==> config.mk <==
export PLATFORM = sky130hd
export DESIGN_NAME = led_flash_engine
export DESIGN_NICKNAME = d
export VERILOG_FILES = /design/src/rtl/led_flash_engine.sv
export SDC_FILE = /design/constraint.sdc
export NUM_CORES = 1
export LEC_CHECK = 0
export ABC_AREA = 1
export CELL_PAD_IN_SITES_DETAIL_PLACEMENT = 0
export CELL_PAD_IN_SITES_GLOBAL_PLACEMENT = 1
export CORE_AREA = 4 4 141 89
export DETAILED_ROUTE_END_ITERATION = 7
export DIE_AREA = 0 0 145 93
export PLACE_DENSITY_LB_ADDON = 0.1
export SYNTH_ARGS = -nofsm -noshare
export SYNTH_HDL_FRONTEND = slang
export SYNTH_SLANG_ARGS = --single-unit
==> constraint.sdc <==
create_clock -name clk -period 6.4 [get_ports clk]
set_input_delay 1.28 -clock clk [delete_from_list [all_inputs] [get_ports clk]]
set_output_delay 1.28 -clock clk [all_outputs]
set_load 0.05 [all_outputs]
==> src/rtl/led_flash_engine.sv <==
// Multi-LED flash sequencer: flashes a latched LED group N times with a run-time half-period.
// Optional macro LED_FLASH_ALT_EN adds an 'alt' input for alternating even/odd LED flashing.
module led_flash_engine #(
  parameter int NUM_LEDS = 8,
  parameter int CNT_W    = 8,
  parameter int DIV_W    = 24
) (
  input  logic                clk,
  input  logic                rst_n,
  input  logic                start,
  input  logic                stop,
  input  logic [CNT_W-1:0]    flash_num,
  input  logic [DIV_W-1:0]    half_period,
  input  logic [NUM_LEDS-1:0] led_mask,
`ifdef LED_FLASH_ALT_EN
  input  logic                alt,
`endif
  output logic [NUM_LEDS-1:0] led,
  output logic                busy,
  output logic                done
);

  typedef enum logic [1:0] {IDLE, ON, OFF, DONE} state_e;

  state_e              state_q, state_d;
  logic [DIV_W-1:0]    timer_q, timer_d;
  logic [DIV_W-1:0]    h_m1_q, h_m1_d;
  logic [CNT_W-1:0]    flash_cnt_q, flash_cnt_d;
  logic [CNT_W-1:0]    count_q, count_d;
  logic [NUM_LEDS-1:0] mask_q, mask_d;
  logic [NUM_LEDS-1:0] led_q, led_d;
  logic                busy_q, busy_d;
  logic                done_q, done_d;
  logic                timer_done;

`ifdef LED_FLASH_ALT_EN
  logic alt_q, alt_d;

  function automatic logic [NUM_LEDS-1:0] even_bits();
    logic [NUM_LEDS-1:0] r;
    for (int i = 0; i < NUM_LEDS; i++) r[i] = ((i % 2) == 0);
    return r;
  endfunction

  localparam logic [NUM_LEDS-1:0] EVEN = even_bits();
`endif

  always_ff @(posedge clk or negedge rst_n) begin
    if (!rst_n) begin
      state_q     <= IDLE;
      timer_q     <= '0;
      h_m1_q      <= '0;
      flash_cnt_q <= '0;
      count_q     <= '0;
      mask_q      <= '0;
      led_q       <= '0;
      busy_q      <= 1'b0;
      done_q      <= 1'b0;
`ifdef LED_FLASH_ALT_EN
      alt_q       <= 1'b0;
`endif
    end else begin
      state_q     <= state_d;
      timer_q     <= timer_d;
      h_m1_q      <= h_m1_d;
      flash_cnt_q <= flash_cnt_d;
      count_q     <= count_d;
      mask_q      <= mask_d;
      led_q       <= led_d;
      busy_q      <= busy_d;
      done_q      <= done_d;
`ifdef LED_FLASH_ALT_EN
      alt_q       <= alt_d;
`endif
    end
  end

  // Phase timer counts 0..H-1; H-1 is stored so a zero half-period behaves as one cycle.
  assign timer_done = (timer_q == h_m1_q);

  always_comb begin
    state_d     = state_q;
    timer_d     = timer_q;
    h_m1_d      = h_m1_q;
    flash_cnt_d = flash_cnt_q;
    count_d     = count_q;
    mask_d      = mask_q;
`ifdef LED_FLASH_ALT_EN
    alt_d       = alt_q;
`endif
    unique case (state_q)
      IDLE: begin
        if (start && !stop) begin
          count_d     = flash_num;
          h_m1_d      = (half_period == '0) ? '0 : half_period - DIV_W'(1);
          mask_d      = led_mask;
`ifdef LED_FLASH_ALT_EN
          alt_d       = alt;
`endif
          timer_d     = '0;
          flash_cnt_d = '0;
          state_d     = (flash_num == '0) ? DONE : ON;
        end
      end
      ON: begin
        if (stop) begin
          timer_d = '0;
          state_d = IDLE;
        end else if (timer_done) begin
          timer_d = '0;
          state_d = OFF;
        end else begin
          timer_d = timer_q + DIV_W'(1);
        end
      end
      OFF: begin
        if (stop) begin
          timer_d = '0;
          state_d = IDLE;
        end else if (timer_done) begin
          timer_d     = '0;
          flash_cnt_d = flash_cnt_q + CNT_W'(1);
          state_d     = (flash_cnt_d == count_q) ? DONE : ON;
        end else begin
          timer_d = timer_q + DIV_W'(1);
        end
      end
      DONE: begin
        flash_cnt_d = '0;
        state_d     = IDLE;
      end
      default: state_d = IDLE;
    endcase
  end

  // Outputs are decoded from the next state so they register on the same edge as the transition.
  always_comb begin
    led_d  = '0;
    busy_d = 1'b0;
    done_d = (state_d == DONE);
    case (state_d)
      ON: begin
        busy_d = 1'b1;
`ifdef LED_FLASH_ALT_EN
        led_d  = alt_d ? (mask_d & EVEN) : mask_d;
`else
        led_d  = mask_d;
`endif
      end
      OFF: begin
        busy_d = 1'b1;
`ifdef LED_FLASH_ALT_EN
        led_d  = alt_d ? (mask_d & ~EVEN) : '0;
`else
        led_d  = '0;
`endif
      end
      default: ;
    endcase
  end

  assign led  = led_q;
  assign busy = busy_q;
  assign done = done_q;

endmodule
==> reports/metrics.yaml <==
status: "finished clean"
fmax_ghz: 0.301
synth_cell_types: 36
final.setup.tns_ns: 0
post-cts-setup-buffer-count: 0
start_util: 0.446
drive_gt1_frac: 0.0828
viasPerCell: 4.98
fin_util: 0.529
finalPower_mw: 2.00
area_delta_synth_final_pct: 18.6
antenna_found_initial: 0
grt_max_degree: 85
cts_buffers: 9
yosys_warnings: 0
ant_nets: 0
p_leak_nw: 2.67
dp.cells: 816
final_common_cell: "nand2_1"
post_cts_resized: 0
synth_area_sq_um: 4970
hold_viol_final: 0
first_pass_iters: 6
drv_cap: 0
vias: 4141
finClkSkew_ns: 0.0127
track_usage: 0.184
cp-start-kind: "input pin"
dpl.hpwl_um: 9090
cp_max_fo: 40
nets: 736
grt_pass1_wl_um: 19800
cts_root_buffer: "clkbuf_16"
drc: 0
cts.clk_slew.worst_paths_ns: 0.07
stdcell_count: 832
routed_wl_um: 11900
clock_sinks: 84
synth_cells: 638
place_ws_ns: 2.67
setup_slack_ns: 3.08
placed_cell_area_sq_um: 5590
worst-setup-path-type: "input pin to flop"
hold_buffers: 0
hold_class: "flop to flop"
final_area_sq_um: 5890
core_sq_um: 11100
power_per_cell_area_nw_per_um2: 340
drtIter0Drc: 318
cts_tree: "yes"
fill_cells: 1028
grt_pass1_vias: 3940
mostFrequentLayoutCells: "nand2_1 (149), dfrtp_1 (84), inv_1 (73)"
rsz0062_at_grt: "no"
cts_htree_levels: 3
slew_violations: 0
setup_viol: 0
dieArea_sq_um: 13500
maxSlewHeadroom: 0.275
seq_area_frac_synth: 0.423
peakVddDrop_mv: 0.157
worst_pin_slew_ns: 1.09
min_period_ns: 3.32
ys_ff_latch: 84
synth_nets: 691
worstPathArrival_ns: 3.54
fp-row-count: 30
clockBufferDepth: 2
period_share: 0.519
post_drt_wl_per_cell_um: 14.4
clkLatencyLatePin_ns: 0.35
io_pins: 54
worstPathRequired_ns: 6.62
place_congestion: 0.888
fin_hold_ws_ns: 0.506
worst_setup_path_end_kind: "flop"
fp.dieH_um: 93
fp.dieW_um: 145
syn_area_per_cell_sq_um: 7.79
diodes: 0
port_buffers: 53
overflow: 0
[registers in the layout, summed over array words and instances, names as in the netlist]
| signal | cells |
|---|---|
| busy | 1 |
| count_q | 8 |
| done | 1 |
| flash_cnt_q | 8 |
| h_m1_q | 24 |
| led | 8 |
| mask_q | 8 |
| state_q | 2 |
| timer_q | 24 |
[report_power, final]
group	switching, mW	leakage [nW]	internal, mW	total [mW]
combinational	0.419	1.44	0.254	0.673
sequential	0.105	1.08	0.690	0.795
clock	0.228	0.147	0.308	0.535
total	0.751	2.67	1.25	2.00
[cell type report]
| class | instances | area (sq um) | share of cell area |
|---|---|---|---|
| clock inverter | 7 | 81.3 | 0.0138 |
| sequential | 84 | 2100 | 0.357 |
| multi-input combinational | 456 | 2470 | 0.420 |
| clock buffer | 9 | 225 | 0.0382 |
| timing repair buffer | 54 | 536 | 0.0909 |
| inverter | 78 | 293 | 0.0497 |
| tap | 144 | 180 | 0.0306 |
[cell usage after synthesis, drive strengths merged]
cell type    n  share of area
a21oi       17          0.019
inv         78          0.059
ha           9          0.023
nand2      156           0.12
a211oi       8          0.012
or2          8          0.010
a31oi        2         0.0025
dfrtp       84           0.42
o22ai        1         0.0013
nor3        21          0.030
clkbuf       6         0.0048
nand3       37          0.039
buf         14          0.015
xor2        42          0.074
nor2        65          0.056
xnor2       14          0.025
o21bai       1         0.0015
nor4         5         0.0063
and2         1         0.0013
o21ai       51          0.052
nand4       15          0.019
nand3b       3         0.0045
[per-layer routing]
layer,vias to the layer above,global-route usage,part of all wire
met5,-,0,0
met4,0,0.0514,0.012
met3,11,0.0441,0.073
met2,117,0.234,0.36
met1,1879,0.300,0.56
li1,2134,-,-
[worst max-delay path, stage by stage]
cell and delay, ns:
clkdlybuf4s50_1 0.46, inv_2 0.15, nand2_2 0.09, nor2_4 0.08
buf_4 0.35, inv_2 0.29, o22ai_1 0.23, a21oi_1 0.07
ha_1 0.20, inv_1 0.23, a211oi_1 0.09
[worst paths after layout]
path / slack, ns / depth (start not counted) / from / to
min: 0.51 / 2 / h_m1_q[15] / h_m1_q[15]
max reg2reg: 3.63 / 11 / timer_q[11] / led[3]
max in group asynchronous: 4.55 / 1 / rst_n / h_m1_q[5]
min in group asynchronous: 1.09 / 1 / rst_n / timer_q[13]
min reg2reg: 0.51 / 2 / h_m1_q[15] / h_m1_q[15]
max: 3.08 / 11 / stop / led[3]
[logic make-up after synthesis]
logic type	Yosys count	synth area share
fa+ha+maj	9	0.0227
flops	84	0.423
simple gates	311	0.288
xor+xnor	56	0.0987
compound gates	80	0.0889
buf+inv	98	0.0791
(Power assumes the default switching activity.)
